[src/rtl/branch_resolve_station.sv]
// -----------------------------------------------------------------------------
// branch_resolve_station
//
// In-order reservation station for MIPS-style control-transfer instructions.
// Branches are dispatched with operand values or producer tags. They wait in a
// FIFO, snoop the common data bus for missing operands, and resolve one at a
// time from the head. A resolution is registered, so it is visible one cycle
// after the head becomes ready.
//
// Ports
//   clk, reset          : single clock, synchronous active-high reset
//   flush               : empties the station and kills a resolution in flight
//   disp_valid/ready    : dispatch handshake
//   disp_inst/pc/pred_target, disp_rs/rt_val, disp_rs/rt_tag : dispatched entry
//   cdb_valid/tag/data  : result broadcast; tag 0 never names a producer
//   res_valid           : one-cycle pulse per resolved branch
//   res_pc/target/link  : branch address, resolved next pc, pc+8
//   res_taken/mispredict/illegal/link_we : resolution flags
//   count               : occupied entries
// -----------------------------------------------------------------------------
module branch_resolve_station #(
  parameter int DEPTH = 4,
  parameter int TAG_W = 5
) (
  input  logic                     clk,
  input  logic                     reset,
  input  logic                     flush,
  input  logic                     disp_valid,
  output logic                     disp_ready,
  input  logic [31:0]              disp_inst,
  input  logic [31:0]              disp_pc,
  input  logic [31:0]              disp_pred_target,
  input  logic [31:0]              disp_rs_val,
  input  logic [31:0]              disp_rt_val,
  input  logic [TAG_W-1:0]         disp_rs_tag,
  input  logic [TAG_W-1:0]         disp_rt_tag,
  input  logic                     cdb_valid,
  input  logic [TAG_W-1:0]         cdb_tag,
  input  logic [31:0]              cdb_data,
  output logic                     res_valid,
  output logic [31:0]              res_pc,
  output logic [31:0]              res_target,
  output logic [31:0]              res_link,
  output logic                     res_taken,
  output logic                     res_mispredict,
  output logic                     res_illegal,
  output logic                     res_link_we,
  output logic [$clog2(DEPTH):0]   count
);

  localparam int PTR_W = $clog2(DEPTH);
  localparam int CNT_W = PTR_W + 1;

  localparam logic [5:0] OP_SPECIAL = 6'h00;
  localparam logic [5:0] OP_REGIMM  = 6'h01;
  localparam logic [5:0] OP_J       = 6'h02;
  localparam logic [5:0] OP_JAL     = 6'h03;
  localparam logic [5:0] OP_BEQ     = 6'h04;
  localparam logic [5:0] OP_BNE     = 6'h05;
  localparam logic [5:0] OP_BLEZ    = 6'h06;
  localparam logic [5:0] OP_BGTZ    = 6'h07;
  localparam logic [5:0] FN_JR      = 6'h08;
  localparam logic [4:0] RT_BLTZ    = 5'h00;
  localparam logic [4:0] RT_BGEZ    = 5'h01;

  typedef struct packed {
    logic             valid;
    logic [31:0]      inst;
    logic [31:0]      pc;
    logic [31:0]      pred;
    logic [31:0]      rs_val;
    logic [31:0]      rt_val;
    logic [TAG_W-1:0] rs_tag;
    logic [TAG_W-1:0] rt_tag;
  } entry_t;

  entry_t           ent_q [DEPTH];
  entry_t           ent_d [DEPTH];
  logic [PTR_W-1:0] head_q, head_d, tail_q, tail_d;
  logic [CNT_W-1:0] count_q, count_d;

  logic        res_valid_q, res_valid_d;
  logic [31:0] res_pc_q, res_pc_d, res_target_q, res_target_d, res_link_q, res_link_d;
  logic        res_taken_q, res_taken_d, res_mispredict_q, res_mispredict_d;
  logic        res_illegal_q, res_illegal_d, res_link_we_q, res_link_we_d;

  // ---------------------------------------------------------------------------
  // Head decode and evaluation
  // ---------------------------------------------------------------------------
  entry_t      head;
  logic [5:0]  opcode, funct;
  logic [4:0]  rt_field;
  logic [31:0] seq_tgt, br_tgt, jmp_tgt;
  logic        need_rs, need_rt, is_cond, cond;
  logic        h_illegal, h_taken, h_link_we, h_mispredict;
  logic [31:0] h_target;
  logic        head_ready, do_resolve;

  // NOTE: every signal written in an always_comb gets a default before any
  // branch, so no path leaves it unassigned and no latch is inferred.
  always_comb begin
    head      = ent_q[head_q];
    opcode    = head.inst[31:26];
    rt_field  = head.inst[20:16];
    funct     = head.inst[5:0];
    seq_tgt   = head.pc + 32'd8;
    br_tgt    = head.pc + 32'd4 + {{14{head.inst[15]}}, head.inst[15:0], 2'b00};
    jmp_tgt   = {head.pc[31:28], head.inst[25:0], 2'b00};
    need_rs   = 1'b0;
    need_rt   = 1'b0;
    is_cond   = 1'b0;
    cond      = 1'b0;
    h_illegal = 1'b0;
    h_taken   = 1'b0;
    h_link_we = 1'b0;
    h_target  = seq_tgt;

    case (opcode)
      OP_SPECIAL: begin
        if (funct == FN_JR) begin
          need_rs  = 1'b1;
          h_taken  = 1'b1;
          h_target = head.rs_val;
        end else begin
          h_illegal = 1'b1;
        end
      end
      OP_REGIMM: begin
        if (rt_field == RT_BLTZ) begin
          need_rs = 1'b1;
          is_cond = 1'b1;
          cond    = $signed(head.rs_val) < 32'sd0;
        end else if (rt_field == RT_BGEZ) begin
          need_rs = 1'b1;
          is_cond = 1'b1;
          cond    = $signed(head.rs_val) >= 32'sd0;
        end else begin
          h_illegal = 1'b1;
        end
      end
      OP_J: begin
        h_taken  = 1'b1;
        h_target = jmp_tgt;
      end
      OP_JAL: begin
        h_taken   = 1'b1;
        h_target  = jmp_tgt;
        h_link_we = 1'b1;
      end
      OP_BEQ: begin
        need_rs = 1'b1;
        need_rt = 1'b1;
        is_cond = 1'b1;
        cond    = head.rs_val == head.rt_val;
      end
      OP_BNE: begin
        need_rs = 1'b1;
        need_rt = 1'b1;
        is_cond = 1'b1;
        cond    = head.rs_val != head.rt_val;
      end
      OP_BLEZ: begin
        need_rs = 1'b1;
        is_cond = 1'b1;
        cond    = $signed(head.rs_val) <= 32'sd0;
      end
      OP_BGTZ: begin
        need_rs = 1'b1;
        is_cond = 1'b1;
        cond    = $signed(head.rs_val) > 32'sd0;
      end
      default: h_illegal = 1'b1;
    endcase

    if (is_cond) begin
      h_taken  = cond;
      h_target = cond ? br_tgt : seq_tgt;
    end

    // Illegal encodings need no operands and always redirect the front end.
    head_ready   = (!need_rs || head.rs_tag == '0) && (!need_rt || head.rt_tag == '0);
    do_resolve   = head.valid && head_ready;
    h_mispredict = h_illegal || (h_target != head.pred);
  end

  // ---------------------------------------------------------------------------
  // Next-state: CDB snoop, resolve/pop, dispatch/push, squash
  // ---------------------------------------------------------------------------
  logic   disp_fire;
  entry_t new_ent;

  assign disp_ready = (count_q < CNT_W'(DEPTH)) && !flush;
  assign disp_fire  = disp_valid && disp_ready;

  always_comb begin
    ent_d            = ent_q;
    head_d           = head_q;
    tail_d           = tail_q;
    count_d          = count_q + {{PTR_W{1'b0}}, disp_fire} - {{PTR_W{1'b0}}, do_resolve};
    res_valid_d      = 1'b0;
    res_pc_d         = res_pc_q;
    res_target_d     = res_target_q;
    res_link_d       = res_link_q;
    res_taken_d      = res_taken_q;
    res_mispredict_d = res_mispredict_q;
    res_illegal_d    = res_illegal_q;
    res_link_we_d    = res_link_we_q;

    // Tag 0 means "ready", so a broadcast on tag 0 must never match.
    for (int i = 0; i < DEPTH; i++) begin
      if (ent_q[i].valid && cdb_valid && cdb_tag != '0) begin
        if (ent_q[i].rs_tag == cdb_tag) begin
          ent_d[i].rs_val = cdb_data;
          ent_d[i].rs_tag = '0;
        end
        if (ent_q[i].rt_tag == cdb_tag) begin
          ent_d[i].rt_val = cdb_data;
          ent_d[i].rt_tag = '0;
        end
      end
    end

    // Operands that appear on the CDB in the same cycle as their dispatch.
    new_ent        = '{valid: 1'b1, inst: disp_inst, pc: disp_pc, pred: disp_pred_target,
                       rs_val: disp_rs_val, rt_val: disp_rt_val,
                       rs_tag: disp_rs_tag, rt_tag: disp_rt_tag};
    if (cdb_valid && disp_rs_tag != '0 && disp_rs_tag == cdb_tag) begin
      new_ent.rs_val = cdb_data;
      new_ent.rs_tag = '0;
    end
    if (cdb_valid && disp_rt_tag != '0 && disp_rt_tag == cdb_tag) begin
      new_ent.rt_val = cdb_data;
      new_ent.rt_tag = '0;
    end

    if (do_resolve) begin
      res_valid_d          = 1'b1;
      res_pc_d             = head.pc;
      res_target_d         = h_target;
      res_link_d           = seq_tgt;
      res_taken_d          = h_taken;
      res_mispredict_d     = h_mispredict;
      res_illegal_d        = h_illegal;
      res_link_we_d        = h_link_we;
      ent_d[head_q].valid  = 1'b0;
      head_d               = head_q + PTR_W'(1);
    end

    // The tail slot is always free when disp_ready is high, so it never
    // collides with the snoop writes above.
    if (disp_fire) begin
      ent_d[tail_q] = new_ent;
      tail_d        = tail_q + PTR_W'(1);
    end

    // A mispredicting resolution (or a flush) squashes everything younger,
    // including a dispatch accepted in the same cycle.
    if ((do_resolve && h_mispredict) || flush) begin
      for (int i = 0; i < DEPTH; i++) ent_d[i].valid = 1'b0;
      head_d  = '0;
      tail_d  = '0;
      count_d = '0;
    end
    if (flush) res_valid_d = 1'b0;
  end

  // ---------------------------------------------------------------------------
  // State registers
  // ---------------------------------------------------------------------------
  // NOTE: sequential state uses non-blocking assignments so every flop samples
  // pre-edge values, independent of statement order.
  always_ff @(posedge clk) begin
    if (reset) begin
      head_q           <= '0;
      tail_q           <= '0;
      count_q          <= '0;
      res_valid_q      <= 1'b0;
      res_pc_q         <= '0;
      res_target_q     <= '0;
      res_link_q       <= '0;
      res_taken_q      <= 1'b0;
      res_mispredict_q <= 1'b0;
      res_illegal_q    <= 1'b0;
      res_link_we_q    <= 1'b0;
      // NOTE: only the valid bits are reset; entry payload is meaningless
      // while invalid, so the storage array needs no reset.
      for (int i = 0; i < DEPTH; i++) ent_q[i].valid <= 1'b0;
    end else begin
      head_q           <= head_d;
      tail_q           <= tail_d;
      count_q          <= count_d;
      res_valid_q      <= res_valid_d;
      res_pc_q         <= res_pc_d;
      res_target_q     <= res_target_d;
      res_link_q       <= res_link_d;
      res_taken_q      <= res_taken_d;
      res_mispredict_q <= res_mispredict_d;
      res_illegal_q    <= res_illegal_d;
      res_link_we_q    <= res_link_we_d;
      for (int i = 0; i < DEPTH; i++) ent_q[i] <= ent_d[i];
    end
  end

  assign res_valid      = res_valid_q;
  assign res_pc         = res_pc_q;
  assign res_target     = res_target_q;
  assign res_link       = res_link_q;
  assign res_taken      = res_taken_q;
  assign res_mispredict = res_mispredict_q;
  assign res_illegal    = res_illegal_q;
  assign res_link_we    = res_link_we_q;
  assign count          = count_q;

endmodule

[config.mk]
export PLATFORM = sky130hd
export DESIGN_NAME = branch_resolve_station
export DESIGN_NICKNAME = d
export VERILOG_FILES = /design/src/rtl/branch_resolve_station.sv
export SDC_FILE = /design/constraint.sdc
export NUM_CORES = 2
export LEC_CHECK = 0
export CORE_MARGIN = 3
export CORE_UTILIZATION = 60
export DETAILED_ROUTE_END_ITERATION = 10
export PLACE_DENSITY_LB_ADDON = 0.25
export SKIP_LAST_GASP = 1
export SLEW_MARGIN = 20
export SYNTH_ARGS = -nofsm -noshare
export SYNTH_HDL_FRONTEND = slang
export SYNTH_SLANG_ARGS = --single-unit
[constraint.sdc]
create_clock -name clk -period 11.05 [get_ports clk]
set_input_delay 2.21 -clock clk [delete_from_list [all_inputs] [get_ports clk]]
set_output_delay 2.21 -clock clk [all_outputs]
set_load 0.01 [all_outputs]
* Word-level counts from Yosys, hierarchy flattened *
Cells that the tools add are included.

cells by class
  equality and inequality tests = 22
  bitwise logic cells = 2
  muxes and demuxes = 56
  add/sub/neg operators = 7
  reductions and logical operators = 39
  magnitude comparators = 9

operators by type and width
  cell                   number
  $bwmux 684             2
  $mux 684               2
  $demux 171 s2          2
  $mux 171               4
  $mux 32                13
  $bmux 171 s2           1
  $mux 74                4
  $ne 32x32->1           2
  $pmux 32 s2            1
  $eq 5x5->1             10
  $mux 5                 10
  $add 32x3->32 const B  1
  $add 32x32->32         1
  $add 32x4->32 const B  1
  $eq 32x32->1           1
  $ge 32x1->1 const B    1
  $gt 32x1->1 const B    1
  $le 32x1->1 const B    1
  $lt 32x1->1 const B    1
  $eq 6x3->1 const B     4
  $logic_and 1x1->1      19
  $logic_not 5->1        3
  $reduce_bool 5->1      3
  $eq 6x2->1 const B     2
  other kinds (20)       45

word-level totals
  register bits = 792
  logic and storage cells = 178
  input port bits = 212
  output and inout bits = 105

* Logic depth before layout (Yosys ltp) *
  word-level depth = 15
  mapped depth = 28
  mapped depth without buffers = 19

* Worst setup path after synthesis *
OpenSTA, ideal clock, no wires.

  path type = input-to-reg
  from = in reset
  to = reg res_link_q[3] (netlist: res_link[3])
  stages = 4
  required time = 10.954 ns
  slack = 1.978 ns
  data arrival time = 8.976 ns
  path buffers = 1
  setup time = 0.096 ns
  path through = clkbuf_1 > inv_1 > o21ai_0 > a21oi_1

RTL lines
  item                    line  text
  start: declaration      26    input logic reset,
  end signal: assignment  295   res_link_q <= res_link_d;
  end: declaration        83    logic [31:0] res_pc_q, res_pc_d, res_target_q, res_target_d, res_link_q, res_link_d;

* Worst setup path after layout *
  from = reg head_q[0]
  to = reg, netlist name ent_q[170]

on the way
  longest elaborated chain between the ends = 15
  elaborated cells on any way between the ends = 67
  classes of those cells = add/sub: 3; order compare: 6; eq/ne: 12; mux: 26; bitwise: 1; reduce/logical: 19

ends and longest elaborated chain
  item                                                                    line      text
  start: declaration                                                      79        logic [PTR_W-1:0] head_q, head_d, tail_q, tail_d;
  start signal: assignment                                                274       head_q <= '0;
  start signal: assignment                                                289       head_q <= head_d;
  $not 2->3 (not written as such) *                                       102, 245
  parallel branches: the longest is 14 deep, another holds $add 32x3->32  -

Mark *: on every way between the ends. The select of a mux whose other input is x is not followed.
A chain may end at the register's enable or synchronous reset.

==> qor.txt <==
outcome = complete, no violations
top cells by area, synth = edfxtp_1 48%, mux4_2 8.3%, and3_1 6.0%
Root Driver = clkbuf_16
Power Density = 143.4 nW/um2
PortBufs = 316
CTS buffer count = 82
GRT Overall Usage = 0.3824
clk_skew = 0.04872 ns
setup violators final = 0
cell leakage power = 18.21 nW
vias in the first global route = 32580
post-synth cell types = 100
area grow syn2layout = 15.27%
io pins = 317
layout cells sized above 1 = 0.1066
Worst Setup Start Kind = flop
sequential area share after synthesis = 0.5347
max_cap viols = 0
slew margin rel. = 0.1390
Via Count = 34460
Post-synth ARST share = 0
die height = 271.4 um
most frequent cells in the layout = 680 x edfxtp_1, 641 x nor2_1, 406 x and3_1
Hold Path Class = reg -> reg
DRT iter0 DRCs = 5694
H-Tree Depth = 3
largest net degree at the start of global routing = 178
Synth Warn # = 0
Die X = 271.4 um
post-synthesis instance total = 3805
Mean Syn Cell Area = 11.11 um2
FMAX = 138.4 MHz
Synth area leader = edfxtp_1
CTS tree = yes
clock latency on the worst-skew pair = 0.67 ns
Post CTS Setup Buffer Count = 0
antenna violations before repair = 11
initial core utilization = 0.6110
top sig layer = met5
Setup crit end kind = flop
nets = 4222
cts repair resizes = 0
CP required = 11.64 ns
Hold Vio Cnt, Final = 0
Primary FF master, synth = edfxtp_1
die footprint = 73670 um2
worst-path fanout max = 34
num rows = 96
most common cell after layout, fill and taps aside = edfxtp_1
DRT met1 WL = 52690 um
Final ANT Viol Nets = 0
routed length on met2 = 64900 um
max-slew violations = 0
CTS Sinks = 789
Yosys top cell area share = 0.4831
fin crit period = 7.224 ns
Post-synth EDFFs = 680
global-route wire length before repair = 212400 um
worst setup path category = reg -> reg
mapped cell area = 42270 um2
hpwl dp = 94640 um
DR WL met3 = 18820 um
setup TNS = 0 ns
drt pass-1 iters = 6
hold_buf cts = 0
Max VDD drop = 0.0001125 V
drt wl/cell = 29.17 um
slew at the pin closest to its max-slew limit = 1.275 ns
drt drc = 0
Routed WL = 144100 um
fin util = 0.7043
core area = 69190 um2
Vias/cell = 6.975
Synth Net Count = 4087
synthesized flop and latch total = 789
worst path arrival time = 7.81 ns
Final Power = 0.006985 W
Clock Path Buffers = 3
number of fillers in the final layout = 4878
Routability Congestion = 1.064
unrepaired setup endpoints after global routing = false
grt total ovfl = 0
Reg clk slew, reported paths = 0.06 ns
Final period util = 0.6537
sequential cells by signal (all words and copies together), names as in the netlist:
signal / flops
res_valid: 1
res_taken: 1
count: 3
res_mispredict: 1
res_link_we: 1
res_target: 32
res_pc: 32
res_link: 29
tail_q: 2
res_illegal: 1
head_q: 2
ent_q: 684
report_power, final:
part | total (W) | switching (W) | internal [W]
Clock | 0.00297 | 0.00123 | 0.00174
Sequential | 0.00338 | 0.0000539 | 0.00333
Combinational | 0.000630 | 0.000390 | 0.000240
routing by layer:
layer	vias to the layer above	GRT usage
met4	12	0.1682
met3	499	0.1002
met5	-	0
met1	16550	0.5272
met2	2685	0.5766
li1	14710	-
synth_stat cells (13+ instances only):
library cell  count
edfxtp_1        680
nor2_1          645
and3_1          406
o22ai_1         307
nand2_1         253
clkbuf_1        231
mux4_2          156
a21oi_1         127
dfxtp_1         109
xor2_1           81
ha_1             68
xnor2_1          68
o21ai_0          55
nor4_1           44
nand3_1          42
buf_1            39
a211oi_1         35
nor3_1           34
inv_1            33
buf_2            30
mux2i_1          22
o211ai_1         22
nand4_1          20
or2_2            16
a31oi_1          15
a221oi_1         13
nand2b_1         13
area by class of cell:
type	instances	area (um2)	area share
flip-flops and latches	789	22610	0.4640
multi-input cells	2658	18250	0.3744
repair buffers	374	3637	0.07464
clock buffers	106	2318	0.04758
well taps	931	1165	0.02391
clock inverters	42	599.3	0.01230
inverters	35	141.4	0.002902
diodes	5	12.51	0.0002568
final timing paths:
path                              startpoint      endpoint  slack, ns  cells after the start
worst max-delay path               head_q[0]    ent_q[170]       3.83                     18
worst min-delay path            res_link[31]  res_link[31]       0.45                      2
worst max register to register     head_q[0]    ent_q[170]       3.83                     18
worst min register to register  res_link[31]  res_link[31]       0.45                      2
cells by family (layout without fill, tap and decap cells):
family          Yosys count  in the layout  share of synthesized area
compound gates          703            703                     0.1090
mux                     188            188                    0.09114
fa+ha+maj                70             70                    0.02107
other cells               0              5                          0
flops                   789            789                     0.5347
simple gates           1546           1546                     0.1761
xor+xnor                151            151                    0.03194
buf+inv                 358            557                    0.03605
worst max-delay path: stages, from the launching register on:
cell and delay [ns]:
dfxtp_4 0.59, buf_4 0.64, mux4_2 0.79, ha_1 0.37, ha_1 0.23, fa_1 0.47, a21o_1 0.19, and3_1 0.21
o21ai_0 0.62, a21boi_0 0.19, o21a_1 0.26, o211a_1 0.21, o32a_1 0.34, a2111oi_0 0.38, o2111ai_1 0.22, nor4_1 0.23
nand4_1 0.23, o41a_1 0.69, nor2_2 0.21
stage by stage:
step,instance area [um2],std cells,hold slack [ns],setup WS (ns)
4_1_cts,48710,4935,0.4534,3.972
2_1_floorplan,42270,3805,0.4761,1.978
6_report,48730,4940,0.4512,3.826
5_1_grt,48720,4936,0.4778,3.621
3_3_place_gp,45790,4787,0.4407,4.035
3_5_place_dp,45790,4787,0.4456,4.035
No activity file was read; power rests on OpenSTA's default activity.
